--- src/rtl/fetch_ctrl_pkg.sv ---
// rtl/fetch_ctrl_pkg.sv - shared constants for the fetch sequencer
package fetch_ctrl_pkg;

    localparam int          INST_W             = 32;
    localparam int          PC_INC             = 4;
    localparam int          DEFAULT_FIFO_DEPTH = 2;
    localparam logic [31:0] DEFAULT_RESET_PC   = 32'h0000_0000;

endpackage

--- src/rtl/fetch_ctrl_fifo.sv ---
// rtl/fetch_ctrl_fifo.sv - synchronous instruction buffer with clear, used by fetch_ctrl
module fetch_fifo #(
    parameter int DEPTH = 2,
    parameter int WIDTH = 64
) (
    input  logic                       clk,
    input  logic                       rst,
    input  logic                       clear,
    input  logic                       push,
    input  logic [WIDTH-1:0]           push_data,
    input  logic                       pop,
    output logic [WIDTH-1:0]           head_data,
    output logic [$clog2(DEPTH):0]     count,
    output logic                       empty
);

    localparam int PTR_W = $clog2(DEPTH);
    localparam int CNT_W = PTR_W + 1;

    logic [WIDTH-1:0] mem [DEPTH];
    logic [PTR_W-1:0] wr_ptr;
    logic [PTR_W-1:0] rd_ptr;
    logic             full;
    logic             do_pop;

    assign empty     = (count == '0);
    assign full      = (count == CNT_W'(DEPTH));
    assign do_pop    = pop && !empty;
    assign head_data = mem[rd_ptr];

    // Storage carries no reset; validity is tracked entirely by count.
    always_ff @(posedge clk) begin
        if (push) begin
            mem[wr_ptr] <= push_data;
        end
    end

    always_ff @(posedge clk) begin
        if (rst || clear) begin
            wr_ptr <= '0;
            rd_ptr <= '0;
            count  <= '0;
        end else begin
            if (push) begin
                wr_ptr <= wr_ptr + PTR_W'(1);
            end
            if (do_pop) begin
                rd_ptr <= rd_ptr + PTR_W'(1);
            end
            case ({push, do_pop})
                2'b10:   count <= count + CNT_W'(1);
                2'b01:   count <= count - CNT_W'(1);
                default: count <= count;
            endcase
        end
    end

    // The parent only issues a read when a slot is guaranteed on return.
    assert property (@(posedge clk) disable iff (rst) !(push && full && !clear));

endmodule

--- src/rtl/fetch_ctrl.sv ---
// rtl/fetch_ctrl.sv - fetch sequencer: PC ownership, ROM read issue, redirect/halt, decode handshake
module fetch_ctrl
    import fetch_ctrl_pkg::*;
#(
    parameter int                ADDR_W     = 32,
    parameter logic [ADDR_W-1:0] RESET_PC   = ADDR_W'(DEFAULT_RESET_PC),
    parameter int                FIFO_DEPTH = DEFAULT_FIFO_DEPTH
) (
    input  logic              clk,
    input  logic              rst,
    output logic              imem_en,
    output logic [ADDR_W-1:0] imem_addr,
    input  logic [31:0]       imem_rdata,
    input  logic              redirect_valid,
    input  logic [ADDR_W-1:0] redirect_pc,
    output logic              id_valid,
    output logic [31:0]       id_inst,
    output logic [ADDR_W-1:0] id_pc,
    input  logic              id_ready,
    input  logic              halt_req,
    output logic              halt_ack
);

    localparam int CNT_W = $clog2(FIFO_DEPTH) + 1;
    localparam int ENT_W = INST_W + ADDR_W;

    logic [ADDR_W-1:0] fetch_pc;
    logic [ADDR_W-1:0] inflight_pc;
    logic              inflight;
    logic [CNT_W-1:0]  count;
    logic              fifo_empty;
    logic [ENT_W-1:0]  head;
    logic              pop;
    logic              push;
    logic              kill;
    logic              issue;
    logic [CNT_W:0]    occupancy;

    assign id_valid = !rst && !fifo_empty;
    assign pop      = id_valid && id_ready;

    // Credit check: a read is only launched if its data has a guaranteed slot.
    assign occupancy = {1'b0, count} + (CNT_W+1)'(inflight) - (CNT_W+1)'(pop);
    assign issue     = !rst && !halt_req && (occupancy < (CNT_W+1)'(FIFO_DEPTH));

    assign imem_en   = issue;
    assign imem_addr = redirect_valid ? redirect_pc : fetch_pc;

    // A response landing in a redirect cycle belongs to the old path.
    assign kill = redirect_valid;
    assign push = inflight && !kill;

    always_ff @(posedge clk) begin
        if (rst) begin
            fetch_pc    <= RESET_PC;
            inflight_pc <= RESET_PC;
            inflight    <= 1'b0;
            halt_ack    <= 1'b0;
        end else begin
            inflight <= issue;
            halt_ack <= halt_req && !issue;
            if (issue) begin
                fetch_pc    <= imem_addr + ADDR_W'(PC_INC);
                inflight_pc <= imem_addr;
            end else if (redirect_valid) begin
                fetch_pc <= redirect_pc;
            end
        end
    end

    fetch_fifo #(
        .DEPTH (FIFO_DEPTH),
        .WIDTH (ENT_W)
    ) u_fifo (
        .clk       (clk),
        .rst       (rst),
        .clear     (redirect_valid),
        .push      (push),
        .push_data ({imem_rdata, inflight_pc}),
        .pop       (pop),
        .head_data (head),
        .count     (count),
        .empty     (fifo_empty)
    );

    assign id_inst = head[ENT_W-1 -: INST_W];
    assign id_pc   = head[ADDR_W-1:0];

endmodule
--- config.mk ---
export PLATFORM = sky130hd
export DESIGN_NAME = fetch_ctrl
export DESIGN_NICKNAME = d
export VERILOG_FILES = /design/src/rtl/fetch_ctrl_pkg.sv /design/src/rtl/fetch_ctrl_fifo.sv /design/src/rtl/fetch_ctrl.sv
export SDC_FILE = /design/constraint.sdc
export NUM_CORES = 1
export LEC_CHECK = 0
export CORE_MARGIN = 2
export CORE_UTILIZATION = 46
export DETAILED_ROUTE_END_ITERATION = 6
export HOLD_SLACK_MARGIN = 0.06
export PLACE_DENSITY = 0.76
export RECOVER_POWER = 100
export SLEW_MARGIN = 10
export SYNTH_ARGS = -nofsm -noshare
export SYNTH_HDL_FRONTEND = slang
export SYNTH_HIERARCHICAL = 1
export SYNTH_SLANG_ARGS = --single-unit
--- constraint.sdc ---
create_clock -name clk -period 4.55 [get_ports clk]
set_input_delay 0.6825 -clock clk [delete_from_list [all_inputs] [get_ports clk]]
set_output_delay 0.6825 -clock clk [all_outputs]
set_load 0.05 [all_outputs]
# == After elaboration in Yosys (flattened, before gate mapping) ==
# Memory sizes are Yosys's and may differ from the RTL's. A register that Yosys moved wholly into a read port is not among the register bits.
# Index checks and enable logic that the tools add are counted.
# word_totals
reg_bits,70
ram_bits,128
inputBits,69
out_inout_bits,99
wordCells,40
mem_count,1
# classes
add_sub_neg,7
magnitude_cmp,1
n_eq_ne,2
muxes,7
reduce_logical,15
# memory_table
memory,words,word_bits,rd,rd_ports_with_merged_regs,wr,line,text
u_fifo.mem,2,64,1,1,1,fetch_ctrl_fifo.sv:20,logic [WIDTH-1:0] mem [DEPTH];
# op_table
cell,n
$mux W32,2
$add A32 B3 Y32 const B,1
$logic_and A1 B1 Y1,7
$logic_not A1 Y1,5
$mux W1,4
$pmux W2 S2,1
$add A2 B1 Y3,1
$lt A3 B2 Y1 const B,1
$sub A3 B1 Y3,1
$add A1 B1 Y1 const B,2
$add A2 B1 Y2 const B,1
$eq A2 B1 Y1 const B,1
$eq A2 B2 Y1 const B,1
$logic_not A2 Y1,1
$reduce_bool A2 Y1,1
$sub A2 B1 Y2 const B,1
$logic_or A1 B1 Y1,1

# == Longest topological paths before layout ==
# Gate-level depths: netlist of the first run.
# logic_depth
word_depth,9
depth_mapped,13
mapped_depth_nobuf,11

# == Hierarchy ==
# Netlist of the first run, hierarchy kept.
# modules_own_cells
module,instances,cells_each,area_per_inst_um2,seq_area_each_um2
fetch_fifo,1,221,4810.9,3943.8
fetch_ctrl,1,391,3403.3,1321.3

# == Least setup slack after synthesis of the first run ==
# Ideal clock, no wire load.
# synth_timing
path_kind,input-to-reg
from,input port redirect_valid
to,memory u_fifo.mem[0][0] (enable)
setup_time_ns,0.486
arrival_time_ns,4.329
required_ns,4.064
setup_slack_ns,-0.265
path_stages,7
n_path_buf,4
cell_sequence,buf_4 buf_6 buf_2 buf_2 nor2b_1 inv_1 nor2_1
# synth_between
elab_chain_len,4
# synth_lines
element,line,text
"start, declared",fetch_ctrl.sv:14,"input logic redirect_valid,"
$logic_not A1 Y1,fetch_ctrl.sv:51,assign push = inflight && !kill;
$logic_and A1 B1 Y1,fetch_ctrl.sv:51,
via push,fetch_ctrl.sv:34,logic push;
$mux W1,fetch_ctrl_fifo.sv:33,if (push) begin
$mux W1 (not written as such),fetch_ctrl_fifo.sv:34,mem[wr_ptr] <= push_data;
"end, declared",fetch_ctrl_fifo.sv:20,
# The timed path passes the listed nets, and every way through them passes these cells.

# == Final worst setup path of the first run ==
# layout_timing
from,input port redirect_valid
to,output port imem_addr[12]
# layout_between
elab_chain_len,1
# layout_lines
element,line,text
$mux W32,n/a,
"end, declared",fetch_ctrl.sv:12,"output logic [ADDR_W-1:0] imem_addr,"
# Every way passes these cells.

==> results of run 1 <==
cells by family (layout without fill, tap and decap cells):
group,Yosys count,in the layout,synth area share
muxes,97,97,0.1293
adders and majority gates,4,4,0.007007
buffers and inverters,59,242,0.03260
DFF,199,199,0.6410
AOI/OAI and AO/OA,75,75,0.06459
and+or+nand+nor,160,160,0.1063
xor gates and xnor gates,18,18,0.01919
state kept, by name, summed over array words and instances (netlist names), named ones only:
| name | cells |
|---|---|
| fetch_pc | 32 |
| halt_ack | 1 |
| inflight | 1 |
| inflight_pc | 32 |
| u_fifo/count | 2 |
| u_fifo/mem | 128 |
| u_fifo/rd_ptr | 1 |
| u_fifo/wr_ptr | 1 |
final cells by class:
cell class / count / area share
flip-flops and latches: 199 / 0.4924
multi-input cells: 354 / 0.2504
repair buffers: 181 / 0.1655
clock buffers: 19 / 0.04247
well taps: 225 / 0.02632
clock inverters: 13 / 0.01275
inverters: 29 / 0.01018
metal layers:
metal	share of wire	global-route usage
met2	0.48	0.3148
met1	0.44	0.2517
met5	0	0
met3	0.064	0.04121
met4	0.017	0.06701
worst reg2reg max path, delay by kind of cell (launching register included):
family / cells / cell delay [ns]
AND/OR/NAND/NOR: 5 / 0.98
XOR/XNOR: 1 / 0.22
buffers and inverters: 1 / 0.37
multiplexers: 1 / 0.37
AO/OA/AOI/OAI: 2 / 0.60
flip-flops: 1 / 0.50
adder cells (fa/ha/maj): 2 / 0.66
placed cells by master, fill, tap and decap left out, types with 4 or more instances in the layout:
cell type / synthesis / final
clkbuf_16: 0 / 18
clkdlybuf4s50_1: 0 / 35
nand3b_1: 4 / 4
nor2_1: 69 / 69
mux2i_1: 24 / 24
inv_1: 28 / 28
a21oi_1: 17 / 17
nand4b_1: 4 / 4
a211oi_1: 27 / 28
clkbuf_1: 16 / 4
dfxtp_1: 71 / 70
xor2_1: 4 / 4
buf_4: 1 / 7
nand4_1: 11 / 11
nand3_1: 12 / 12
xnor2_1: 14 / 14
dlygate4sd3_1: 0 / 129
mux2_2: 72 / 72
nand2_1: 8 / 8
nor3_1: 19 / 19
edfxtp_1: 128 / 128
o21ai_0: 6 / 6
how the worst max path moves through the flow:
stage          slack, ns  cells after the start              end             from
2_1_floorplan       0.09                     11          imem_en              rst
3_3_place_gp        0.75                     11     fetch_pc[29]         id_ready
3_5_place_dp        0.68                     11     fetch_pc[29]         id_ready
4_1_cts             0.79                     10          imem_en  u_fifo/count[1]
5_1_grt             0.27                     12  inflight_pc[30]  u_fifo/count[1]
6_report            0.45                      5    imem_addr[12]   redirect_valid
power by group through the flow:
stage,registers [mW],clock network [mW],logic [mW]
floorplan,2.05,0,0.301
global placement,2.05,0,0.489
detailed placement,2.05,0,0.497
CTS,2.01,1.51,0.500
global route,2.02,1.57,0.507
finish,2.01,1.47,0.477
through the flow:
step / cell area [um^2] / utilization
6_report: 10700 / 0.6162
5_1_grt: 10700 / 0.6162
4_1_cts: 10730 / 0.6180
3_5_place_dp: 10140 / 0.5840
3_3_place_gp: 10140 / 0.5840
2_1_floorplan: 8217 / -
==> metrics.txt, run 1 <==
status complete, but fails checks; failing checks design-rule violations, max-capacitance violations, max-slew violations; Psw 1.002 mW; logic gate share of total power 0.120; Root Buffer clkbuf_16; measured slew at the worst slew-check pin 2.157 ns; Sw Share 0.2528; WS Path Type in2out; gr ovfl total 0; Power Total 3.963 mW; area leader, netlist edfxtp_1; RSZ-0062 raised after global routing no; layout cells sized above 1 0.1698; hold path cells 0; Slew headroom -0.4436; Top Family by Delay on Critical Path buffers and inverters; # IOs 168; top cells by count, synth edfxtp_1, mux2_2, dfxtp_1, nor2_1, inv_1; worst r2r dst fetch_pc[29]; Max-cap violations 2; crit path cell chain buf_2 -> clkbuf_1 -> mux2i_1 -> inv_1 -> dlygate4sd3_1; FF+latch area 5266 um^2; Initial Util 0.4733; Post-DRT Antenna Nets 0; antenna cells 0; # clock sinks 199; ys flop type edfxtp_1; crit share post-route 0.9003; Unique masters post-synth 66; Arrival @ worst endpoint 3.41 ns; Min Hold Slack 0.4562 ns; vias in the first global route 5,494; Layout Nets 855; Site Rows 48; Post-synth EDFFs 128; average size of a mapped cell 13.42 um^2; worst vdd ir 0.2552 mV; most common cell in the netlist edfxtp_1; Synth area leaders edfxtp_1, dfxtp_1, mux2_2, nor2_1, mux2i_1; post-synthesis instance area 8214 um^2; H-tree lvl count 4; Area growth syn-to-layout 30.21%; Die Wd 137.6 um; Final Non-Filler Cells 1,020; Final Hold Viols 0; Tmin final 4.096 ns; DRT Pass-1 Iters 7; Die Span Y 137.6 um; drt drc 3; hold_sp inflight_pc[3]; fraction of registers with async set/reset 0; HPWL Detailed 12,630 um; # Post-CTS Setup Buffers 0; number of synthesized register bits 199; IO buf count 167; Critical-path top delay cell dlygate4sd3_1; nature of the critical path startpoint input port; Max Fclk 0.2441 GHz; r2r startpoint u_fifo/count[1]; total number of vias 5,454; Post-CTS Hold Fix Bufs 0; internal power 2.961 mW; Req. time, crit path 3.87 ns; CTS max path bufs 2; syn nets 685; setup slack, reg-to-reg 0.75 ns; Avg Vias per Cell 5.347; area of the multi-input gates 2678 um^2; initial antenna violation count 0; Seq pwr share 0.508; Hold EP u_fifo/mem[1][3]; gr usage total 0.1916; Worst Skew 0.007471 ns; Routed WL 17,920 um; CP max stage delay 0.79 ns; Crit Path Max Fanout 37; Final Max Slew Viols 88; TNS Setup 0 ns; Worst Hold Class reg2reg; post-synthesis cell count 612; Resized cells post-CTS 0; CTS tree done; CP Capture Type primary output; setup ws final 0.4537 ns; clock latency on the worst-skew pair 0.42 ns; die area 18,940 um^2; worst slack at placement 0.6803 ns; final setup fails 0; Ys Warns 6; pwr dens 370.5 nW/um^2; largest net degree at the start of global routing 76; CP bufs+invs 4; placed insts 988; r2r worst-path depth 12; Core Box Area 17,360 um^2; GPL Wtd Cong 0.8381; first-pass GRT wire length 27,800 um; Inserted Clock Buffers 17; Avg WL per Cell 17.57 um; Lkg Pwr 3.980 nW; clock power share 0.371; Synth top area share 0.4679; sequential area share after synthesis 0.6410; Fill cells 1,332; Clk pin slew, worst setup/hold paths 0.07 ns; initial DRC count 254
Power figures use the tool's default switching activity.
==> run 2: changes to the inputs <==
ABC_CLOCK_PERIOD_IN_PS = 4550   (was not set)
==> results of run 2 <==
The final DEF is identical to that of run 1; final timing and power are the same.
==> run 3: changes to the inputs <==
RECOVER_POWER = not set   (was 100)
==> run 3 against run 2 <==
  * Critical path depth unchanged
  * Maximum frequency up 8.7%
  * Sequential share of layout area down 0.14 points
  * Combinational power up 4.6%
  * Critical path type unchanged
  * Cell count unchanged
  * The flow now finishes without violations
  * Sequential power about the same
  * Largest cell class unchanged
  * Non-clock buffer count unchanged
  * Die area unchanged
  * Routed wire length up 0.18%
  * Worst hold slack worse by 0.0023 ns
==> metrics.txt, run 3 (same netlist as run 1, synthesis figures left out) <==
status completed; measured slew at the worst slew-check pin 0.9616 ns (-1.196 ns); Max Fclk 0.2653 GHz (+8.7%); gr usage total 0.1916 (unchanged); drt drc 0 (-3); CTS max path bufs 2 (unchanged); vias in the first global route 5,494 (unchanged); Resized cells post-CTS 0 (unchanged); Critical-path top delay cell clkdlybuf4s50_1; Power Total 3.983 mW (+0.52%); CP startpoint redirect_valid; Die Span Y 137.6 um (unchanged); Inserted Clock Buffers 17 (unchanged); Req. time, crit path 3.87 ns (about the same); pwr dens 371.4 nW/um^2 (+0.23%); Worst Skew 0.007831 ns (+0.0003607 ns); Post-DRT Antenna Nets 0 (unchanged); CTS tree done; GPL Wtd Cong 0.8381 (unchanged); Largest register FFs 128 (unchanged); Slew headroom 0.3589 (+0.8025); RSZ-0062 raised after global routing no; Clk pin slew, worst setup/hold paths 0.07 ns (about the same); Final Hold Viols 0 (unchanged); crit share post-route 0.8285 (-0.07180); initial antenna violation count 0 (unchanged); Die Wd 137.6 um (unchanged); Layout Nets 855 (unchanged); die area 18,940 um^2 (unchanged); Tmin final 3.770 ns (-0.3267 ns); biggest regs u_fifo/mem (128), fetch_pc (32), inflight_pc (32); Top Family by Delay on Critical Path buffers and inverters; cell depth of the worst setup path 5 (unchanged); crit path cell chain buf_2 -> buf_4 -> mux2i_1 -> inv_1 -> clkdlybuf4s50_1; worst r2r dst fetch_pc[29]; HPWL Detailed 12,630 um (unchanged); clock latency on the worst-skew pair 0.42 ns (about the same); Final Max Slew Viols 0 (-100%); CP max stage delay 0.73 ns (-0.06 ns); total number of vias 5,438 (-0.29%); Arrival @ worst endpoint 3.09 ns (-0.32 ns); Area growth syn-to-layout 30.59%; r2r startpoint u_fifo/count[1]; Post-CTS Hold Fix Bufs 0 (unchanged); CP Capture Type primary output; worst vdd ir 0.2561 mV (+0.36%); TNS Setup 0 ns (unchanged); Site Rows 48 (unchanged); WS Path Type in2out; Core Box Area 17,360 um^2 (unchanged); Max-cap violations 0 (-2); final setup fails 0 (unchanged); most frequent cells in the layout clkdlybuf4s50_1, edfxtp_1, mux2_2; Lkg Pwr 3.903 nW (-1.9%); setup slack, reg-to-reg 1.08 ns (+0.33 ns); # clock sinks 199 (unchanged); Root Buffer clkbuf_16; CP bufs+invs 4 (unchanged); DRT Pass-1 Iters 5 (-2); Avg Vias per Cell 5.331 (-0.29%); initial DRC count 269 (+5.9%); largest net degree at the start of global routing 76 (unchanged); gr ovfl total 0 (unchanged); IO buf count 167 (unchanged); register name with the most flops u_fifo/mem; H-tree lvl count 4 (unchanged); nature of the critical path startpoint input port; crit path to imem_addr[12]; r2r worst-path depth 12 (unchanged); Initial Util 0.4733 (unchanged); first-pass GRT wire length 27,800 um (unchanged); layout cells sized above 1 0.1761 (+0.006289); # Post-CTS Setup Buffers 0 (unchanged); Worst Hold Class reg2reg; Avg WL per Cell 17.60 um (+0.18%); Routed WL 17,950 um (+0.18%); commonest non-fill, non-tap cell in the layout clkdlybuf4s50_1; antenna cells 0 (unchanged); # IOs 168 (unchanged); Crit Path Max Fanout 37 (unchanged)
-- run 3: routing by layer --
metal  wire length [um]  up-vias  GRT usage
li1                   -     2627          -
met1               7912     2606     0.2517
met2               8623      184     0.3148
met3               1126       21    0.04121
met4                289        0    0.06701
met5                  0        -          0
-- run 3: per-stage QoR --
stage          utilization  hold slack (ns)  cell area [um^2]  worst slack, ns  cells
6_report            0.6180           0.4539             10730           0.7804   1020
3_5_place_dp        0.5840           0.4416             10140           0.6803    988
5_1_grt             0.6180           0.4696             10730           0.5091   1020
4_1_cts             0.6180           0.4569             10730           0.7946   1020
2_1_floorplan            -           0.4263              8217          0.09489    612
3_3_place_gp        0.5840           0.4335             10140           0.7483    988
-- run 3: how the worst min path moves through the flow --
| stage | end | slack, ns | start | cells after the start |
|---|---|---|---|---|
| 4_1_cts | u_fifo/mem[1][24] | 0.46 | inflight_pc[24] | 0 |
| 6_report | u_fifo/mem[0][3] | 0.45 | inflight_pc[3] | 0 |
| 2_1_floorplan | u_fifo/mem[0][0] | 0.43 | inflight_pc[0] | 0 |
| 3_3_place_gp | u_fifo/mem[0][9] | 0.43 | inflight_pc[9] | 0 |
| 5_1_grt | u_fifo/mem[0][3] | 0.47 | inflight_pc[3] | 0 |
| 3_5_place_dp | u_fifo/mem[1][24] | 0.44 | inflight_pc[24] | 0 |
-- run 3: final cells by class --
cell class	instances	area (um^2)
clock inverter	13	136.4
timing repair buffer	181	1789
clock buffer	19	454.2
multi-input combinational	354	2690
fill	1329	6630
inverter	29	108.9
tap	225	281.5
sequential	199	5266
-- run 3: power breakdown --
part           internal (mW)  switching, mW
registers               1.98         0.0314
logic                  0.193          0.306
clock network          0.805          0.665
